===== src/rtl/dec_sel_pkg.sv =====
// Shared definitions for the dec3x8 select sequencer: state encoding,
// terminal select codes and the code-stepping helpers.
package dec_sel_pkg;

    localparam int DWELL_W_DEF = 4;

    localparam logic [2:0] CODE_MAX = 3'b111;
    localparam logic [2:0] CODE_MIN = 3'b000;

    typedef enum logic [1:0] {
        IDLE = 2'b00,
        RUN  = 2'b01,
        DONE = 2'b10
    } state_t;

    // dir = 0 counts up, dir = 1 counts down; 3-bit arithmetic gives the wrap.
    function automatic logic [2:0] step_code(input logic [2:0] code, input logic dir);
        return dir ? code - 3'd1 : code + 3'd1;
    endfunction

    function automatic logic [2:0] terminal_code(input logic dir);
        return dir ? CODE_MIN : CODE_MAX;
    endfunction

endpackage


===== src/rtl/dwell_cnt.sv =====
// Dwell counter: loads a hold count, decrements toward zero, flags zero.
module dwell_cnt #(
    parameter int DWELL_W = 4
) (
    input  logic               clk,
    input  logic               rst,
    input  logic               load,
    input  logic [DWELL_W-1:0] load_val,
    input  logic               dec,
    output logic               zero
);

    logic [DWELL_W-1:0] count;

    always_ff @(posedge clk) begin
        if (rst) begin
            count <= '0;
        end else if (load) begin
            count <= load_val;
        end else if (dec && (count != '0)) begin
            count <= count - 1'b1;
        end
    end

    assign zero = (count == '0);

endmodule


===== src/rtl/dec_sel_seq.sv =====
// Select-code sequencer for a dec3x8: steps {X,Y,Z} up or down, holding each
// code for Dwell+1 cycles, either looping or making a single pass.
module dec_sel_seq
    import dec_sel_pkg::*;
#(
    parameter int DWELL_W = DWELL_W_DEF
) (
    input  logic               Clk,
    input  logic               Rst,
    input  logic               Start,
    input  logic               Stop,
    input  logic               Step,
    input  logic               Dir,
    input  logic               Loop,
    input  logic [DWELL_W-1:0] Dwell,
    output logic               X,
    output logic               Y,
    output logic               Z,
    output logic               Busy,
    output logic               Done,
    output state_t             dbg_state
);

    state_t     state;
    logic [2:0] code;

    logic cnt_zero;
    logic cnt_load;
    logic cnt_dec;
    logic run_go;
    logic run_finish;
    logic run_adv;

    // Stop suppresses every RUN action; a single pass ends at the terminal
    // code instead of wrapping.
    always_comb begin
        run_go     = (state == RUN) && !Stop;
        run_finish = run_go && cnt_zero && !Loop && (code == terminal_code(Dir));
        run_adv    = run_go && cnt_zero && !run_finish;
        cnt_load   = ((state == IDLE) && Start && !Stop) || run_adv;
        cnt_dec    = run_go && !cnt_zero;
    end

    dwell_cnt #(
        .DWELL_W (DWELL_W)
    ) u_dwell_cnt (
        .clk      (Clk),
        .rst      (Rst),
        .load     (cnt_load),
        .load_val (Dwell),
        .dec      (cnt_dec),
        .zero     (cnt_zero)
    );

    // Busy and Done are registered from the next state so they line up
    // with the state register itself.
    always_ff @(posedge Clk) begin
        if (Rst) begin
            state <= IDLE;
            code  <= CODE_MIN;
            Busy  <= 1'b0;
            Done  <= 1'b0;
        end else begin
            Busy <= 1'b0;
            Done <= 1'b0;
            case (state)
                IDLE: begin
                    if (Start && !Stop) begin
                        state <= RUN;
                        Busy  <= 1'b1;
                    end else if (Step && !Start) begin
                        code <= step_code(code, Dir);
                    end
                end
                RUN: begin
                    if (Stop) begin
                        state <= IDLE;
                    end else if (run_finish) begin
                        state <= DONE;
                        Done  <= 1'b1;
                    end else begin
                        Busy <= 1'b1;
                        if (run_adv) begin
                            code <= step_code(code, Dir);
                        end
                    end
                end
                DONE: begin
                    state <= IDLE;
                end
                default: begin
                    state <= IDLE;
                end
            endcase
        end
    end

    assign {X, Y, Z} = code;
    assign dbg_state = state;

endmodule


===== config.mk =====
export PLATFORM = sky130hd
export DESIGN_NAME = dec_sel_seq
export DESIGN_NICKNAME = d
export VERILOG_FILES = /design/src/rtl/dec_sel_pkg.sv /design/src/rtl/dwell_cnt.sv /design/src/rtl/dec_sel_seq.sv
export SDC_FILE = /design/constraint.sdc
export NUM_CORES = 1
export LEC_CHECK = 0
export CAP_MARGIN = 20
export CORE_MARGIN = 10
export CORE_UTILIZATION = 35
export CTS_CLUSTER_DIAMETER = 100
export DETAILED_ROUTE_END_ITERATION = 10
export PLACE_DENSITY = 0.66
export RECOVER_POWER = 50
export SLEW_MARGIN = 30
export SYNTH_ARGS = -nofsm -noshare
export SYNTH_HDL_FRONTEND = slang
export SYNTH_SLANG_ARGS = --single-unit

===== constraint.sdc =====
create_clock -name Clk -period 1.76 [get_ports Clk]
set_input_delay 0.176 -clock Clk [delete_from_list [all_inputs] [get_ports Clk]]
set_output_delay 0.176 -clock Clk [all_outputs]
set_load 0.05 [all_outputs]

Word level (Yosys, flattened, before mapping)
Cells that the tools add are included.
W data, S select, Z words.
{"block": "word_totals", "regBits": 11, "in_bits": 11, "out_inout_bits": 7, "elab_cells": 62}
{"block": "classes", "n_addsub": 3, "eq_ne": 9, "n_mux": 19, "bitwise_logic": 1, "n_reduce_logical": 25}
{"operator": "$mux W3", "count": 7}
{"operator": "$logic_and A1 B1 Y1", "count": 11}
{"operator": "$mux W4", "count": 2}
{"operator": "$ne A2 B2 Y1 const B", "count": 4}
{"operator": "$mux W2", "count": 3}
{"operator": "$pmux W3 S2", "count": 1}
{"operator": "$reduce_and A6 Y1", "count": 1}
{"operator": "$logic_not A1 Y1", "count": 5}
{"operator": "$logic_not A4 Y1", "count": 1}
{"operator": "$mux W1", "count": 4}
{"operator": "$ne A2 B1 Y1 const B", "count": 2}
{"operator": "$pmux W2 S2", "count": 1}
{"operator": "$reduce_bool A2 Y1", "count": 2}
{"operator": "$reduce_bool A4 Y1", "count": 1}
{"operator": "$sub A4 B1 Y4 const B", "count": 1}
{"operator": "$add A3 B1 Y3 const B", "count": 1}
{"operator": "$eq A3 B3 Y1", "count": 1}
{"operator": "$ne A3 B3 Y1 const B", "count": 1}
{"operator": "$reduce_or A3 Y1", "count": 1}
{"operator": "$sub A3 B1 Y3 const B", "count": 1}
{"operator": "$eq A2 B1 Y1 const B", "count": 1}
{"operator": "$logic_not A2 Y1", "count": 1}
{"operator": "$pmux W1 S2", "count": 1}
{"operator": "$reduce_and A2 Y1", "count": 1}
{"operator": "2 further kinds", "count": 2}

Longest topological paths before layout
{"block": "depth", "depth_word": 11, "depth_mapped": 7, "ltp_nobuf": 7}

Hierarchy
Synthesis repeated with hierarchy kept, for this count alone.
{"block": "unflattened", "cells_unflattened": 75, "area_unflattened_um2": 665.6}
{"mod": "dec_sel_seq", "instances": 1, "cells_per_inst": 46, "area_per_inst_um2": 402.9, "seq_area_each_um2": 140.1}
{"mod": "dwell_cnt", "instances": 1, "cells_per_inst": 29, "area_per_inst_um2": 262.8, "seq_area_each_um2": 80.1}

Least setup slack after synthesis
OpenSTA, ideal clock, no wires.
{"block": "synth_path", "path_kind": "register -> register", "from": "reg code[1]", "to": "reg code[2]", "setup_time_ns": 0.071, "arrival_time_ns": 1.829, "t_required_ns": 1.689, "slack_ns": -0.139, "path_stages_with_launch": 7, "n_path_buf": 0, "synth_period_minus_slack_ns": 1.899, "path_cell_list": "dfxtp_1 > ha_1 > nor2b_1 > o21ai_1 > a21oi_2 > or3_1 > a21oi_1"}
{"block": "synth_via", "elab_chain_len": 6, "word_cells_on_any_way": 16, "cone_classes": "2 x add/sub; 3 x eq/ne; 7 x mux; 4 x reduce/logical"}
{"item": "from (decl)", "line_no": "dec_sel_seq.sv:25", "rtl": "logic [2:0] code;"}
{"item": "from (signal assigned)", "line_no": "dec_sel_seq.sv:72", "rtl": "code <= step_code(code, Dir);"}
{"item": "from (signal assigned)", "line_no": "dec_sel_seq.sv:84", "rtl": "code <= step_code(code, Dir);"}
{"item": "$add A3 B1 Y3, or another cell as far along", "line_no": "dec_sel_pkg.sv:18", "rtl": "return dir ? code - 3'd1 : code + 3'd1;"}
{"item": "$mux W3 or $logic_and A1 B1 Y1 (tied branches)", "line_no": "dec_sel_pkg.sv:18, dec_sel_seq.sv:38"}
{"item": "$mux W3 or $logic_not A1 Y1 (tied branches)", "line_no": "dec_sel_seq.sv:83, dec_sel_seq.sv:39"}
{"item": "$mux W3 or $logic_and A1 B1 Y1 (tied branches)", "line_no": "dec_sel_seq.sv:78, dec_sel_seq.sv:39"}
{"item": "$mux W3 or $ne A2 B2 Y1 (tied branches)"}
{"item": "$pmux W3 S2 or $reduce_and A6 Y1 (tied branches)"}
Several ways; a longest one is shown, not always the timed one. The select of a mux whose other input is x is not followed.
A chain may end at the register's enable or synchronous reset.

Worst setup path after layout
{"block": "layout_path", "from": "reg u_dwell_cnt.count[1]", "to": "reg code[2]"}
{"block": "layout_via", "elab_chain_len": 8, "word_cells_on_any_way": 9, "cone_classes": "2 x eq/ne; 7 x reduce/logical"}
{"item": "from (decl)", "line_no": "dwell_cnt.sv:13", "rtl": "logic [DWELL_W-1:0] count;"}
{"item": "from (signal assigned)", "line_no": "dwell_cnt.sv:19", "rtl": "count <= load_val;"}
{"item": "from (signal assigned)", "line_no": "dwell_cnt.sv:21", "rtl": "count <= count - 1'b1;"}
{"item": "$logic_not A4 Y1 (*)", "line_no": "dwell_cnt.sv:25", "rtl": "assign zero = (count == '0);"}
{"item": "$logic_and A1 B1 Y1 (*)", "line_no": "dec_sel_seq.sv:38, dec_sel_seq.sv:39"}
{"item": "$logic_and A1 B1 Y1 (2 in a row)", "line_no": "dec_sel_seq.sv:38", "rtl": "run_finish = run_go && cnt_zero && !Loop && (code == terminal_code(Dir));"}
{"item": "$logic_not A1 Y1", "line_no": "dec_sel_seq.sv:39", "rtl": "run_adv = run_go && cnt_zero && !run_finish;"}
{"item": "$logic_and A1 B1 Y1", "line_no": "dec_sel_seq.sv:39"}
{"item": "$ne A2 B2 Y1 (no line)"}
{"item": "$reduce_and A6 Y1 (no line) (*)"}
Mark *: on every way between the ends. The rest lies on a longest branch, timed or not.

==> run metrics <==
routed wire length per instance=14.8 um; RSZ-0062 raised after global routing=true; Final Critical Period=1.82 ns; Hold Startpoint=Dwell[2]; clk sinks=11; Rel. slew slack=0.666; Rows=14; worst hold path type=input port to flip-flop; pre-CTS setup slack=-0.217 ns; DIE HEIGHT=61.3 um; DRT iter0 DRCs=7; Yosys warnings=0; Gate power share=0.365; most frequent cells in the layout=16 x clkdlybuf4s50_1, 12 x buf_4, 6 x dfxtp_1; internal cell power=495 uW; compound-cell area share of the yosys netlist=0.132; Antenna diodes=0; Placed Instances=103; maximum clock rate=0.550 GHz; max-cap violations=0; cell family with most CP delay=simple AND/OR/NAND/NOR gates; Synth Register Bits=11; Core Footprint=1560 um2; CP Max Fanout=3; hold_buf cts=0; sequential share of power=0.397; Placer Congestion=0.743; DRC errors left=0; final count of hold timing violations=0; crit path buf inv count=1; GRT Total Usage=0.0900; Worst path slowest cell=or3b_4; vias in the first global route=618; non-filler cells, final=110; Post-Synthesis Cells=61; Synth Area in Simple Gates=0.251; CTS Buf Count=3; CTS tree=built; crit path launch=u_dwell_cnt.count[1]; Max VDD drop=0.608 mV; Worst Skew=0.00524 ns; latest clock arrival within the worst-skew pair=0.28 ns; switching share of power=0.325; total grt overflow=0; largest family of logic cells by synthesized area=simple AND/OR/NAND/NOR gates; Post-Route WL=1.63 mm; H-Tree Depth=1; mean post-synth cell area=9.80 um2; CP Data Arrival Time=2.02 ns; clock root buffer=clkbuf_4; I/O pin cnt=18; final max-slew violation count=0; Synthesized Nets=76; vias post-DR=564; Post-Synth XOR/XNOR Area=0.0586; # setup viols final=3; Yosys cell types=28; Setup WS post-layout=-0.0596 ns; WS Path Type=flip-flop to flip-flop; Filler Cell Count=137; Final period util=1.03; Mapped Area=598 um2; Worst-path clk slew=0.07 ns; most common cell after layout, fill and taps aside=clkdlybuf4s50_1; synth-to-layout area growth=60.5%; ratio of cells with drive above 1 in the final layout=0.372; crit path cell chain=inv_2, ha_4, or3b_4, nor4_4, a21oi_2, or3_1, a21oi_1; worst hold slack=0.504 ns; multiplexer area fraction after synthesis=0.0502; CP Capture Type=flip-flop; # port buffers=17; Clk pwr share=0.239; via/cell ratio=5.13; WP data required=1.96 ns; r2r startpoint=u_dwell_cnt.count[1]; adder-cell area share of the yosys netlist=0.0962; worst-margin pin slew=0.499 ns; router iterations before antenna repair=2; global-route wire length before repair=2.57 mm; initial antenna violation count=0; largest net degree at the start of global routing=12; Die Footprint=3760 um2; Initial Util=0.384; slowest stage delay, CP=0.39 ns; nets@finish=110; hpwl dp=1.17 mm; Core Util, Final=0.616; power density cells=765 nW/um2; status=complete, but fails checks; Final ANT Viol Nets=0; Bufs on Longest Clock Path=2; Seq/Total Area, Yosys=0.368; failing checks=setup timing; P_sw=239 uW; chip width=61.3 um; LEAKAGE=0.385 nW; Startpoint Class=flip-flop
path summary, 6_finish.rpt:
kind / to / slack (ns) / cells past startpoint
worst max-delay path: code[2] / -0.06 / 7
worst min-delay path: u_dwell_cnt.count[2] / 0.50 / 3
worst max register to register: code[2] / -0.06 / 7
worst min register to register: code[2] / 0.52 / 2
flip-flops by register name (all words and copies together) (netlist names):
signal / flops
u_dwell_cnt.count: 4
code: 3
dbg_state: 2
Busy: 1
Done: 1
cells in the mapped netlist:
library cell,instances,area share
dfxtp_1,11,0.37
inv_1,6,0.038
nor2_1,5,0.031
a211oi_1,3,0.038
a21oi_1,3,0.025
ha_1,3,0.063
mux2i_1,3,0.050
nor3b_1,3,0.038
nand4_1,2,0.021
or3_1,2,0.021
xnor2_1,2,0.029
xor2_1,2,0.029
a21oi_2,1,0.015
a31oi_1,1,0.010
a32oi_2,1,0.027
and2_1,1,0.010
and2b_2,1,0.015
and3b_1,1,0.015
clkbuf_1,1,0.0063
fa_1,1,0.033
nand3_1,1,0.0084
nor2b_1,1,0.010
nor4_4,1,0.036
nor4b_1,1,0.015
o21ai_0,1,0.0084
o21ai_1,1,0.0084
or3_2,1,0.013
or3b_4,1,0.019
tightest hold or removal path, stage by stage:
cell and delay [ns]:
clkdlybuf4s50_1 0.41, nor2_2 0.10, a211oi_1 0.05
per-stage QoR:
stage / total power, mW / area [um2] / TNS (ns)
floorplan: 0.424 / 602 / -0.0260
global placement: 0.517 / 861 / -0.908
detailed placement: 0.523 / 861 / -1.45
CTS: 0.713 / 930 / -0.0523
global route: 0.774 / 960 / -0.485
finish: 0.734 / 960 / -0.0871
repair_timing:
action                                  in CTS  in global routing
endpoints found under the hold margin        0                  0
endpoints found under the setup margin       3                  9
gates resized for setup                      9                  4
pin swaps                                    0                  2
setup buffers                                2                  1
final cells by class:
type	instances	area, um2	share of cell area
multi-input cells	43	392	0.408
repair buffers	30	273	0.284
flip-flops and latches	11	226	0.236
clock buffers	4	26.3	0.0274
inverters	6	22.5	0.0235
well taps	16	20.0	0.0209
kinds of logic after synthesis:
family | count (synthesis)
xor gates and xnor gates | 4
adders and majority gates | 4
and+or+nand+nor | 21
DFF | 11
buffers and inverters | 7
muxes | 3
AOI/OAI and AO/OA | 11
per-layer routing:
| metal | part of all wire | track usage | vias to the layer above |
|---|---|---|---|
| met4 | 0.036 | 0.0478 | 0 |
| li1 | - | - | 284 |
| met1 | 0.37 | 0.0913 | 252 |
| met3 | 0.074 | 0.0412 | 8 |
| met2 | 0.52 | 0.152 | 20 |
| met5 | 0 | 0 | - |
power by group through the flow:
stage / sequential [mW] / clock, mW / combinational, mW
6_report: 0.291 / 0.175 / 0.268
5_1_grt: 0.294 / 0.192 / 0.287
4_1_cts: 0.288 / 0.178 / 0.247
3_5_place_dp: 0.292 / 0 / 0.230
3_3_place_gp: 0.292 / 0 / 0.224
2_1_floorplan: 0.326 / 0 / 0.0979
Power figures use the tool's default switching activity.
